<file path="config.mk">
export PLATFORM = sky130hd
export DESIGN_NAME = rs232_rx_word
export DESIGN_NICKNAME = d
export VERILOG_FILES = /design/src/rtl/rs232_pkg.sv /design/src/rtl/rs232_baud_tick.sv /design/src/rtl/rs232_rx_word.sv
export SDC_FILE = /design/constraint.sdc
export NUM_CORES = 1
export LEC_CHECK = 0
export CORE_MARGIN = 1
export CORE_UTILIZATION = 54
export CTS_CLUSTER_DIAMETER = 120
export CTS_CLUSTER_SIZE = 20
export DETAILED_ROUTE_END_ITERATION = 12
export PLACE_DENSITY = 0.85
export SLEW_MARGIN = 0
export SYNTH_ARGS = -nofsm -noshare
export SYNTH_HDL_FRONTEND = slang
export SYNTH_HIERARCHICAL = 1
export SYNTH_SLANG_ARGS = --single-unit
export TNS_END_PERCENT = 1
</file>
<file path="constraint.sdc">
create_clock -name clk -period 3.5 [get_ports clk]
set_clock_uncertainty 0.05 [all_clocks]
set_input_delay 0.7 -clock clk [delete_from_list [all_inputs] [get_ports clk]]
set_output_delay 0.7 -clock clk [all_outputs]
set_load 0.01 [all_outputs]
</file>
<file path="src/rtl/rs232_pkg.sv">
// Shared definitions for the RS-232 receive and transmit paths.
package rs232_pkg;
   localparam int OVERSAMPLE = 16;
   localparam int HALF_BIT   = 8;

   typedef enum logic [2:0] {
      ST_IDLE,
      ST_START,
      ST_DATA,
      ST_STOP,
      ST_WAIT_HIGH
   } rs232_state_e;
endpackage

</file>
<file path="src/rtl/rs232_baud_tick.sv">
// Oversample tick generator: one-clock pulse every DIV clocks, phase reset by reload.
module rs232_baud_tick #(
   parameter int DIV = 10
) (
   input  logic clk,
   input  logic reset,
   input  logic reload,
   output logic tick
);
   localparam int CW = (DIV > 1) ? $clog2(DIV) : 1;
   localparam logic [CW-1:0] LOAD_VAL = CW'(DIV - 1);

   logic [CW-1:0] cnt_q;

   always_ff @(posedge clk or posedge reset) begin
      if (reset) begin
         cnt_q <= LOAD_VAL;
      end else if (reload || (cnt_q == '0)) begin
         cnt_q <= LOAD_VAL;
      end else begin
         cnt_q <= cnt_q - CW'(1);
      end
   end

   assign tick = (cnt_q == '0);
endmodule

</file>
<file path="src/rtl/rs232_rx_word.sv">
// 8N1 receiver with 16x oversampling; assembles WORD_BYTES bytes, LSB byte first, into one word.
//
//   state        | meaning
//   ST_IDLE      | line idle, waiting for a falling edge; runs the inter-byte gap timer
//   ST_START     | half a bit into the start bit, confirm it is still low
//   ST_DATA      | sample 8 data bits at mid-bit, LSB first
//   ST_STOP      | sample the stop bit, store byte or flag a framing error
//   ST_WAIT_HIGH | after a framing error, wait for 16 consecutive high ticks
module rs232_rx_word
   import rs232_pkg::*;
#(
   parameter int CLK_HZ     = 50_000_000,
   parameter int BAUD       = 115200,
   parameter int WORD_BYTES = 3,
   parameter int GAP_BITS   = 20
) (
   input  logic                    clk,
   input  logic                    reset,
   input  logic                    RxD,
   output logic [8*WORD_BYTES-1:0] word_out,
   output logic                    word_valid,
   output logic                    frame_err,
   output logic                    busy
);
   localparam int DIV       = CLK_HZ / (BAUD * OVERSAMPLE);
   localparam int WW        = 8 * WORD_BYTES;
   localparam int TW        = $clog2(OVERSAMPLE);
   localparam int IW        = (WORD_BYTES > 1) ? $clog2(WORD_BYTES) : 1;
   localparam int GAP_TICKS = GAP_BITS * OVERSAMPLE;
   localparam int GW        = (GAP_TICKS > 1) ? $clog2(GAP_TICKS) : 1;

   localparam logic [TW-1:0] HALF_LOAD = TW'(HALF_BIT - 1);
   localparam logic [TW-1:0] BIT_LOAD  = TW'(OVERSAMPLE - 1);
   localparam logic [GW-1:0] GAP_LOAD  = GW'(GAP_TICKS - 1);
   localparam logic [IW-1:0] LAST_IDX  = IW'(WORD_BYTES - 1);

   rs232_state_e  state_q, state_d;
   logic [1:0]    sync_q;
   logic          rxd_s;
   logic          tick;
   logic          start_det;
   logic [TW-1:0] tick_cnt_q, tick_cnt_d;
   logic [2:0]    bit_cnt_q, bit_cnt_d;
   logic [7:0]    shreg_q, shreg_d;
   logic [WW-1:0] acc_q, acc_d;
   logic [IW-1:0] byte_idx_q, byte_idx_d;
   logic [GW-1:0] gap_cnt_q, gap_cnt_d;
   logic [WW-1:0] word_q, word_d;
   logic          valid_q, valid_d;
   logic          ferr_q, ferr_d;
   logic          busy_q, busy_d;

   assign rxd_s = sync_q[1];
   // Tick phase restarts on the start edge so mid-bit samples land where expected.
   assign start_det = (state_q == ST_IDLE) && !rxd_s;

   rs232_baud_tick #(.DIV(DIV)) u_baud_tick (
      .clk    (clk),
      .reset  (reset),
      .reload (start_det),
      .tick   (tick)
   );

   always_ff @(posedge clk or posedge reset) begin
      if (reset) begin
         state_q    <= ST_IDLE;
         sync_q     <= 2'b11;
         tick_cnt_q <= '0;
         bit_cnt_q  <= '0;
         shreg_q    <= '0;
         acc_q      <= '0;
         byte_idx_q <= '0;
         gap_cnt_q  <= GAP_LOAD;
         word_q     <= '0;
         valid_q    <= 1'b0;
         ferr_q     <= 1'b0;
         busy_q     <= 1'b0;
      end else begin
         state_q    <= state_d;
         sync_q     <= {sync_q[0], RxD};
         tick_cnt_q <= tick_cnt_d;
         bit_cnt_q  <= bit_cnt_d;
         shreg_q    <= shreg_d;
         acc_q      <= acc_d;
         byte_idx_q <= byte_idx_d;
         gap_cnt_q  <= gap_cnt_d;
         word_q     <= word_d;
         valid_q    <= valid_d;
         ferr_q     <= ferr_d;
         busy_q     <= busy_d;
      end
   end

   always_comb begin
      state_d    = state_q;
      tick_cnt_d = tick_cnt_q;
      bit_cnt_d  = bit_cnt_q;
      shreg_d    = shreg_q;
      acc_d      = acc_q;
      byte_idx_d = byte_idx_q;
      gap_cnt_d  = GAP_LOAD;
      word_d     = word_q;
      valid_d    = 1'b0;
      ferr_d     = 1'b0;

      case (state_q)
         ST_IDLE: begin
            if (start_det) begin
               state_d    = ST_START;
               tick_cnt_d = HALF_LOAD;
            end else if (byte_idx_q != '0) begin
               gap_cnt_d = gap_cnt_q;
               if (tick) begin
                  if (gap_cnt_q == '0) begin
                     byte_idx_d = '0;
                     gap_cnt_d  = GAP_LOAD;
                  end else begin
                     gap_cnt_d = gap_cnt_q - GW'(1);
                  end
               end
            end
         end

         ST_START: begin
            if (tick) begin
               if (tick_cnt_q != '0) begin
                  tick_cnt_d = tick_cnt_q - TW'(1);
               end else if (rxd_s) begin
                  state_d = ST_IDLE;
               end else begin
                  state_d    = ST_DATA;
                  tick_cnt_d = BIT_LOAD;
                  bit_cnt_d  = '0;
               end
            end
         end

         ST_DATA: begin
            if (tick) begin
               if (tick_cnt_q != '0) begin
                  tick_cnt_d = tick_cnt_q - TW'(1);
               end else begin
                  shreg_d    = {rxd_s, shreg_q[7:1]};
                  tick_cnt_d = BIT_LOAD;
                  if (bit_cnt_q == 3'd7) begin
                     state_d = ST_STOP;
                  end else begin
                     bit_cnt_d = bit_cnt_q + 3'd1;
                  end
               end
            end
         end

         ST_STOP: begin
            if (tick) begin
               if (tick_cnt_q != '0) begin
                  tick_cnt_d = tick_cnt_q - TW'(1);
               end else if (rxd_s) begin
                  for (int k = 0; k < WORD_BYTES; k++) begin
                     if (byte_idx_q == IW'(k)) acc_d[8*k +: 8] = shreg_q;
                  end
                  if (byte_idx_q == LAST_IDX) begin
                     word_d     = acc_d;
                     valid_d    = 1'b1;
                     byte_idx_d = '0;
                  end else begin
                     byte_idx_d = byte_idx_q + IW'(1);
                  end
                  state_d = ST_IDLE;
               end else begin
                  ferr_d     = 1'b1;
                  byte_idx_d = '0;
                  tick_cnt_d = BIT_LOAD;
                  state_d    = ST_WAIT_HIGH;
               end
            end
         end

         ST_WAIT_HIGH: begin
            // Any low sample restarts the 16-tick high window.
            if (!rxd_s) begin
               tick_cnt_d = BIT_LOAD;
            end else if (tick) begin
               if (tick_cnt_q == '0) begin
                  state_d = ST_IDLE;
               end else begin
                  tick_cnt_d = tick_cnt_q - TW'(1);
               end
            end
         end

         default: state_d = ST_IDLE;
      endcase

      busy_d = (state_d != ST_IDLE);
   end

   assign word_out   = word_q;
   assign word_valid = valid_q;
   assign frame_err  = ferr_q;
   assign busy       = busy_q;
endmodule

</file>
==> results.sh <==
export IMPL_run_status="finished clean"
export IMPL_firstDrtPassIters=4
export IMPL_synth_cell_types=54
export IMPL_place_gp_congestion=0.7392
export IMPL_drcViolationCount=0
export IMPL_via_per_inst=5.797
export IMPL_core_area_um2=6096
export IMPL_cts_htree_levels=3
export IMPL_synth_edff_count=0
export IMPL_final_max_slew_viol_count=0
export IMPL_row_count=28
export IMPL_totalNegativeSetupSlack_ps=0
export IMPL_rsz0062_at_grt="false"
export IMPL_slew_limit_headroom=0.3625
export IMPL_crit_path_end_kind="flop"
export IMPL_die_h_um=82.48
export IMPL_tot_gr_track_use=0.2081
export IMPL_top_layer="met4"
export IMPL_half_perimeter_wire_length_of_the_detailed_placement_result_um=4232
export IMPL_period_share=0.8025
export IMPL_route_layer_met1_wl_um=2957
export IMPL_hold_viol=0
export IMPL_cts_made_buffers=9
export IMPL_timing_final_crit_period_ps=2809
export IMPL_combPwrFrac=0.015
export IMPL_seq_area_frac_synth=0.5696
export IMPL_synth_area_per_cell_um2=12.72
export IMPL_cap_viol_max_count=0
export IMPL_fraction_of_layout_cells_with_a_size_suffix_above_1=0.3057
export IMPL_power_ir_vdd_worst_mv=0.2297
export IMPL_timing_worst_slew_pin_value_ps=943.9
export IMPL_area_delta_synth_final_pct=16.49
export IMPL_antennaDiodeCount=0
export IMPL_post_cts_resize_count=0
export IMPL_io_buffers=29
export IMPL_num_nets_final=317
export IMPL_grt_overflow_total=0
export IMPL_holdCritPathClass="reg2reg"
export IMPL_root_buffer="sky130_fd_sc_hd__clkbuf_8"
export IMPL_vias_after_detailed_routing=2255
export IMPL_cp_max_fo=9
export IMPL_pwr_density_cell_nw_per_um2=386.9
export IMPL_grt_start_max_net_pins=44
export IMPL_drc_marker_count_from_the_first_detailed_route_iteration=179
export IMPL_power_leakage_nw=1.849
export IMPL_timing_setup_critical_path_class="reg2reg"
export IMPL_antenna_found_initial=0
export IMPL_cell_internal_power_w=0.001208
export IMPL_drt_wirelength_per_cell_um=15.93
export IMPL_yosysWarningCount=6
export IMPL_wl_um=6197
export IMPL_netlist_area_um2=3497
export IMPL_cts_tree="yes"
export IMPL_insertion_delay_ps=350
export IMPL_routed_wl_met2_um=2889
export IMPL_fmaxAchievable_mhz=356.0
export IMPL_nFillCells=452
export IMPL_start_kind="flop"
export IMPL_p_clk_frac=0.403
export IMPL_crit_required_ps=3680
export IMPL_mappedNetlistNets=283
export IMPL_synthesis_instances=275
export IMPL_post_cts_setup_buffer_count=0
export IMPL_num_io_pins=30
export IMPL_post_cts_hold_buffer_count=0
export IMPL_cts_root_to_sink_buffers=2
export IMPL_chipWidth_um=82.48
export IMPL_seqPwrFrac=0.582
export IMPL_power_share_switching=0.2337
export IMPL_register_area_um2=1992
export IMPL_switchingPower_w=0.0003684
export IMPL_multi_input_area_um2=1404
export IMPL_initial_util=0.5737
export IMPL_ys_seq_elements=79
export IMPL_yosys_most_used_dff="sky130_fd_sc_hd__dfrtp_1"
export IMPL_grt_pass1_vias=2157
export IMPL_cts_sinks=79
export IMPL_die_area_um2=6802
export IMPL_final_cell_mix="sky130_fd_sc_hd__dfrtp_1 (67), sky130_fd_sc_hd__mux2_2 (51), sky130_fd_sc_hd__clkdlybuf4s50_1 (29)"
export IMPL_async_flop_share=1.000
export IMPL_grt_first_pass_wirelength_um=10350
export IMPL_most_common_cell_after_layout_fill_and_taps_aside="sky130_fd_sc_hd__dfrtp_1"
export IMPL_path_clk_slew_ps=80
export IMPL_report_final_setup_viol=0
export IMPL_detail_route_antenna_nets=0
export IMPL_cp_arrival_ps=2990
export IMPL_routed_wl_met3_um=235
export IMPL_final_core_util=0.6683
-- cell families after synthesis --
| group | synth area share |
|---|---|
| DFF | 0.5696 |
| and+or+nand+nor | 0.1231 |
| muxes | 0.1674 |
| AOI/OAI and AO/OA | 0.08050 |
| buffers and inverters | 0.02898 |
| xor gates and xnor gates | 0.01252 |
| adders and majority gates | 0.01789 |
-- registers in the layout (all words and copies together) (netlist names) --
| register | count |
|---|---|
| acc_q | 16 |
| bit_cnt_q | 3 |
| busy | 1 |
| byte_idx_q | 2 |
| frame_err | 1 |
| gap_cnt_q | 9 |
| shreg_q | 8 |
| state_q | 3 |
| sync_q | 2 |
| tick_cnt_q | 4 |
| u_baud_tick/cnt_q | 5 |
| word_out | 24 |
| word_valid | 1 |
-- cell type report --
cell class              instances  share of cell area
clock buffers                  10             0.03378
clock inverters                 6             0.01321
inverters                      16             0.01474
multi-input cells             170              0.3446
flip-flops and latches         79              0.4889
well taps                      75             0.02303
repair buffers                 33             0.08170
-- metal layers --
layer / vias to the layer above / GRT usage
met2: 49 / 0.3074
met5: - / 0
met1: 1129 / 0.2949
met4: 0 / 0.1053
met3: 8 / 0.03736
li1: 1069 / -
-- worst paths after layout --
| kind | end | startpoint | cells after the start | slack [ps] |
|---|---|---|---|---|
| setup / recovery | shreg_q[5] | u_baud_tick/cnt_q[0] | 8 | 690 |
| hold / removal | sync_q[1] | sync_q[0] | 0 | 310 |
| setup reg to reg | shreg_q[5] | u_baud_tick/cnt_q[0] | 8 | 690 |
| hold reg to reg | sync_q[1] | sync_q[0] | 0 | 310 |
| max in group asynchronous | sync_q[1] | reset | 3 | 1920 |
| min in group asynchronous | u_baud_tick/cnt_q[2] | reset | 2 | 570 |
-- critical path: stages, from the launching register on --
cell	delay [ps]
sky130_fd_sc_hd__dfrtp_1	400
sky130_fd_sc_hd__inv_1	60
sky130_fd_sc_hd__ha_1	200
sky130_fd_sc_hd__nor4b_4	340
sky130_fd_sc_hd__nor4bb_1	370
sky130_fd_sc_hd__buf_4	200
sky130_fd_sc_hd__nand2_1	70
sky130_fd_sc_hd__nor2_1	570
sky130_fd_sc_hd__mux2_2	410
-- power by group through the flow --
stage	clock network, W	logic (W)	registers [W]
floorplan	0	0.0000166	0.000933
detailed placement	0	0.0000258	0.000935
global route	0.000695	0.0000292	0.000918
finish	0.000635	0.0000243	0.000917
global placement	0	0.0000251	0.000935
CTS	0.000653	0.0000257	0.000917
-- Yosys cell counts, types with 3 or more instances --
master,instances,area (µm²)
sky130_fd_sc_hd__a211o_1,3,26.28
sky130_fd_sc_hd__dfrtp_1,67,1677
sky130_fd_sc_hd__nor2_1,10,37.54
sky130_fd_sc_hd__xnor2_1,3,26.28
sky130_fd_sc_hd__nor3b_1,4,30.03
sky130_fd_sc_hd__nor3_1,6,30.03
sky130_fd_sc_hd__a21oi_1,5,25.02
sky130_fd_sc_hd__inv_1,16,60.06
sky130_fd_sc_hd__mux2_2,51,574.3
sky130_fd_sc_hd__nand3_1,3,15.01
sky130_fd_sc_hd__buf_2,3,15.01
sky130_fd_sc_hd__ha_1,5,62.56
sky130_fd_sc_hd__nand2_1,15,56.30
sky130_fd_sc_hd__o21ai_0,7,35.03
sky130_fd_sc_hd__dfstp_2,12,315.3
sky130_fd_sc_hd__clkbuf_1,7,26.28
sky130_fd_sc_hd__o31ai_1,3,22.52
sky130_fd_sc_hd__nand2b_1,5,31.28
sky130_fd_sc_hd__o41ai_1,4,35.03
-- through the flow --
stage               total power (W)  cell area (µm²)  setup WS, ps  std cells  hold WS, ps
finish                     0.001576             4074         691.3        389        314.0
global route               0.001642             4074         466.2        389        316.1
CTS                        0.001595             4074         681.8        389        313.6
detailed placement        0.0009606             3882         710.1        373        297.8
global placement          0.0009599             3882         830.9        373        297.4
floorplan                 0.0009496             3497         883.3        275        295.2
(Power assumes the default switching activity.)
